### config.mk
export PLATFORM = sky130hd
export DESIGN_NAME = mem_access_ctrl
export DESIGN_NICKNAME = d
export VERILOG_FILES = /design/src/rtl/mem_access_ctrl.sv
export SDC_FILE = /design/constraint.sdc
export NUM_CORES = 1
export LEC_CHECK = 0
export CAP_MARGIN = 5
export CORE_ASPECT_RATIO = 1.75
export CORE_MARGIN = 2
export CORE_UTILIZATION = 29
export DETAILED_ROUTE_END_ITERATION = 16
export PLACE_DENSITY = 0.81
export SYNTH_ARGS = -nofsm -noshare
export SYNTH_HDL_FRONTEND = slang
export SYNTH_SLANG_ARGS = --single-unit
### constraint.sdc
create_clock -name clk -period 1.8 [get_ports clk]
set_clock_uncertainty 0.05 [all_clocks]
set_input_delay 0.18 -clock clk [delete_from_list [all_inputs] [get_ports clk]]
set_output_delay 0.18 -clock clk [all_outputs]
set_load 0.005 [all_outputs]
### src/rtl/mem_access_ctrl.sv
// mem_access_ctrl: connects the EX/MEM stage to a word-only data memory. Handles byte, halfword and word loads and stores.
// Define MEM_SUBWORD_EN to build sub-word support: stores become read-merge-write through the MERGE state.
module mem_access_ctrl #(
    parameter int unsigned ADDR_W = 32
) (
    input  logic              clk,
    input  logic              rst,
    input  logic              req_valid,
    input  logic              req_wr,
    input  logic [1:0]        req_size,
    input  logic              req_signed,
    input  logic [ADDR_W-1:0] req_addr,
    input  logic [31:0]       req_wdata,
    output logic              stall,
    output logic              ld_valid,
    output logic [31:0]       ld_data,
    output logic              misalign,
    output logic [ADDR_W-1:0] mem_pos,
    output logic [31:0]       mem_data,
    output logic              mem_wr,
    input  logic [31:0]       mem_rdata
);
    localparam int unsigned DATA_W  = 32;
    localparam logic [1:0]  SZ_BYTE = 2'b00;
    localparam logic [1:0]  SZ_HALF = 2'b01;
    localparam logic [1:0]  SZ_WORD = 2'b10;

    logic [ADDR_W-1:0] word_pos;
    logic              aligned;
    logic              in_idle;
    logic              load_go;
    logic              reject_go;
    logic [7:0]        lane_byte;
    logic [15:0]       lane_half;
    logic [DATA_W-1:0] load_ext;

    assign word_pos = {req_addr[ADDR_W-1:2], 2'b00};

    // Legality of the request's size/offset combination
    always_comb begin
        aligned = 1'b0;
`ifdef MEM_SUBWORD_EN
        case (req_size)
            SZ_BYTE: aligned = 1'b1;
            SZ_HALF: aligned = ~req_addr[0];
            SZ_WORD: aligned = (req_addr[1:0] == 2'b00);
            default: aligned = 1'b0;
        endcase
`else
        aligned = (req_size == SZ_WORD) && (req_addr[1:0] == 2'b00);
`endif
    end

    // Big-endian lane extraction and sign/zero extension of the load word
    always_comb begin
        lane_byte = mem_rdata[7:0];
        case (req_addr[1:0])
            2'd0:    lane_byte = mem_rdata[31:24];
            2'd1:    lane_byte = mem_rdata[23:16];
            2'd2:    lane_byte = mem_rdata[15:8];
            default: lane_byte = mem_rdata[7:0];
        endcase
        lane_half = req_addr[1] ? mem_rdata[15:0] : mem_rdata[31:16];
        case (req_size)
            SZ_BYTE: load_ext = {{24{req_signed & lane_byte[7]}}, lane_byte};
            SZ_HALF: load_ext = {{16{req_signed & lane_half[15]}}, lane_half};
            default: load_ext = mem_rdata;
        endcase
    end

`ifdef MEM_SUBWORD_EN
    typedef enum logic {IDLE, MERGE} state_t;

    state_t            state;
    state_t            next_state;
    logic [DATA_W-1:0] merge_q;
    logic [DATA_W-1:0] merge_d;
    logic [ADDR_W-1:0] hold_q;
    logic [ADDR_W-1:0] hold_d;
    logic [DATA_W-1:0] merged;

    // Current memory word with the store lane(s) replaced
    always_comb begin
        merged = mem_rdata;
        if (req_size == SZ_HALF) begin
            if (req_addr[1]) merged[15:0]  = req_wdata[15:0];
            else             merged[31:16] = req_wdata[15:0];
        end else begin
            case (req_addr[1:0])
                2'd0:    merged[31:24] = req_wdata[7:0];
                2'd1:    merged[23:16] = req_wdata[7:0];
                2'd2:    merged[15:8]  = req_wdata[7:0];
                default: merged[7:0]   = req_wdata[7:0];
            endcase
        end
    end

    always_ff @(posedge clk) begin
        if (rst) begin
            state   <= IDLE;
            merge_q <= '0;
            hold_q  <= '0;
        end else begin
            state   <= next_state;
            merge_q <= merge_d;
            hold_q  <= hold_d;
        end
    end

    always_comb begin
        next_state = state;
        merge_d    = merge_q;
        hold_d     = hold_q;
        in_idle    = 1'b0;
        stall      = 1'b0;
        mem_wr     = 1'b0;
        mem_pos    = word_pos;
        mem_data   = req_wdata;
        case (state)
            IDLE: begin
                in_idle = 1'b1;
                if (req_valid && aligned && req_wr) begin
                    if (req_size == SZ_WORD) begin
                        mem_wr = 1'b1;
                    end else begin
                        stall      = 1'b1;
                        merge_d    = merged;
                        hold_d     = word_pos;
                        next_state = MERGE;
                    end
                end
            end
            MERGE: begin
                mem_pos    = hold_q;
                mem_data   = merge_q;
                mem_wr     = 1'b1;
                next_state = IDLE;
            end
            default: next_state = IDLE;
        endcase
        // Reset drops any pending merge write
        if (rst) begin
            stall      = 1'b0;
            mem_wr     = 1'b0;
            mem_pos    = '0;
            next_state = IDLE;
        end
    end
`else
    assign in_idle = 1'b1;
    assign stall   = 1'b0;

    always_comb begin
        mem_pos  = word_pos;
        mem_data = req_wdata;
        mem_wr   = req_valid & aligned & req_wr;
        if (rst) begin
            mem_pos = '0;
            mem_wr  = 1'b0;
        end
    end
`endif

    assign load_go   = in_idle & req_valid & aligned & ~req_wr;
    assign reject_go = in_idle & req_valid & ~aligned;

    // Registered load result and reject pulse toward MEM/WB
    always_ff @(posedge clk) begin
        if (rst) begin
            ld_valid <= 1'b0;
            ld_data  <= '0;
            misalign <= 1'b0;
        end else begin
            ld_valid <= load_go;
            misalign <= reject_go;
            if (load_go) ld_data <= load_ext;
        end
    end

endmodule

==> flow_summary.toml <==
[outcome]
status = "finished clean"

[layout]
fillers = 628
n_antenna_cell = 0
fin_nets = 443
final_cell_area_um2 = 3277
drive_gt1_share_pct = 5.279
area_growth_pct = 67.56

[routing]
drc = 0
drt_iter0_markers = 69
wl_per_cell_um = 16.12
drt_first_pass_iters = 4
avgViaCountPerCell = 4.596
postRouteAntennaNets = 0
via_count = 1944
wirelength_um = 6817

[floorplan]
die_y_um = 112.6
rows = 39
initial_utilization_pct = 29.91
fp.dieArea_um2 = 7442
die_w_um = 66.08
fp.coreArea_um2 = 6539
ios = 203

[logic_synthesis]
synth.avg_cell_area_um2 = 7.982
ys.flop_type = "dfxtp_1"
yosys.cell_types.count = 19
synth_edf_count = 0
synthesis.area_um2 = 1956
synth.most_common_cell = "buf_4"
yosysTopAreaCell = "dfxtp_1"
async_flop_share_pct = 0
synth_top_area_share_pct = 34.80
synth_commonest_cells = "35 x buf_4, 34 x dfxtp_1, 30 x nor2b_1"
yosysWarnings = 0
synthTopCellsByArea = "dfxtp_1 35%, buf_4 13%, nor2b_1 9.6%"
ys_seq_elements = 34
synth.yosys.seq_area_share_pct = 34.80
syn-instance-count = 245

[global_routing]
track_usage_pct = 18.08
grt_overflow = 0
grt_pass1_vias = 1873
grt_start_max_net_pins = 50
grt_pass1_wl_um = 9694
grt_antenna_before_repair = 0

[sta]
rsz0062_at_grt = "false"
fin_crit_sh_pct = 96.53
slew_violations = 0
period_minus_slack_ns = 1.738
hold_viol_final = 0
fmax_mhz = 575.5
setup_tns_ns = 0
finalSetupViolCount = 0

[clocking]
h-tree-depth = 2
cts_tree = "yes"
cts.sinks = 34
cts_setup_buffers = 0
clock-root-buffer = "clkbuf_16"
holdBufCountCts = 0
clock_path_buffers = 2
numCtsBuffers = 5
clk_latency_ns = 0.28
clk_pin_slew_worst_paths_ns = 0.05

[power_and_ir_drop]
netSwitchingPower_mw = 0.4419
seqPwrFrac_pct = 38.2
power_frac_clock_pct = 43.6
p_leak_nw = 1.163
switching_share_pct = 22.21
p_int_mw = 1.548
power.density_nw_per_um2 = 607.1
comb_power_share_pct = 18.2
vdd_drop_max_mv = 0.3031

[setup_path]
critPathArrivalTime_ns = 1.89
crit_slowest_cell = "or4b_4"
end_kind = "register"
critical_path_class = "in -> reg"
timing.critical_path.from_type = "input pin"
timing.rr.start = "ld_data[28]"
startpoint = "req_size[0]"
cp_top_family = "simple AND/OR/NAND/NOR gates"
cp_data_required_time_ns = 1.95
critPathBufInv = 2
cp_max_fo = 30
crit_chain = "clkdlybuf4s50_1 -> or4b_4 -> buf_6 -> or3_1 -> a21oi_1"
slowest_delay_ns = 0.55

[placement]
io_buffers = 134
hpwl_um = 5415
place.gp.congestion = 0.8152
dpl_cell_area_um2 = 3127

[worst_hold_path]
hold_path_class = "in -> reg"
min_from = "rst"

[flow_run]
max_cap_violations = 0
## flip-flops by register name, indices dropped and copies added, names as in the netlist
| name | count |
|---|---|
| misalign | 1 |
| ld_data | 32 |
| ld_valid | 1 |
## metrics by stage
step	util [%]	cells	hold slack (ns)	setup WS, ns	total power, mW
finish	50.11	423	0.2725	0.06250	1.989
global route	50.11	423	0.3017	0.01490	2.069
CTS	50.06	423	0.2772	0.008855	2.023
detailed placement	47.82	415	0.3100	-0.3392	1.142
global placement	47.82	415	0.3100	-0.2541	1.140
floorplan	-	247	0.2853	0.2145	0.9474
## power by group through the flow
stage / clock, mW / combinational, mW / sequential [mW]
after floorplan: 0 / 0.171 / 0.777
after global placement: 0 / 0.364 / 0.776
after detailed placement: 0 / 0.366 / 0.776
after CTS: 0.896 / 0.367 / 0.760
after global routing: 0.916 / 0.392 / 0.760
final: 0.867 / 0.363 / 0.760
## placed cells by master (no fill, tap or decap)
cell,instances
dfxtp_1,34
and3b_1,1
dlygate4sd2_1,4
clkbuf_16,5
or3_1,22
clkdlybuf4s50_1,129
a21oi_1,22
o21ai_1,22
clkinvlp_4,1
nand2b_1,21
nor2_1,1
buf_6,1
nor2_8,1
conb_1,3
nand2_1,22
buf_2,1
nor2b_1,30
mux2i_1,10
or4b_4,1
clkinv_2,1
nand3b_1,1
clkbuf_8,1
buf_4,4
nor3_1,1
buf_12,2
## layer usage
metal | GRT usage [%] | up-vias | share of wire (%)
met1 | 14.13 | 833 | 30
met3 | 14.13 | 34 | 20
met5 | 0 | - | 0
met4 | 14.01 | 0 | 6.7
li1 | - | 951 | -
met2 | 28.69 | 126 | 43
## kinds of logic (layout without fill, tap and decap cells)
group	after synthesis	after routing	synth area share [%]
AO/OA/AOI/OAI	44	44	11.26
buffers and inverters	55	149	18.04
flip-flops	34	34	34.80
multiplexers	10	10	5.119
other	1	3	0.1918
AND/OR/NAND/NOR	101	101	30.58
## worst register-to-register path, cell delays in order, from the launching register on
cell and delay [ns]:
dfxtp_1 0.34, o21ai_1 0.07, a21oi_1 0.14
## final cells by class
class                   instances  area, um2  area share, %
clock buffers                   6      138.9          4.238
clock inverters                 2      12.51         0.3818
multi-input cells             158      929.6          28.37
flip-flops and latches         34      680.7          20.77
well taps                      82      102.6          3.131
repair buffers                141       1413          43.11
## worst paths after layout
path	end	slack, ns	cells after the start
hold reg to reg	ld_data[23]	0.42	2
setup / recovery	ld_data[11]	0.06	5
setup reg to reg	ld_data[28]	1.12	2
hold / removal	ld_data[22]	0.27	3
## timing repair
| action | 4_1_cts | 5_1_grt |
|---|---|---|
| cloned | 0 | 0 |
| resized for setup | 4 | 1 |
| endpoints found under the setup margin | 7 | 9 |
(Power assumes the default switching activity.)
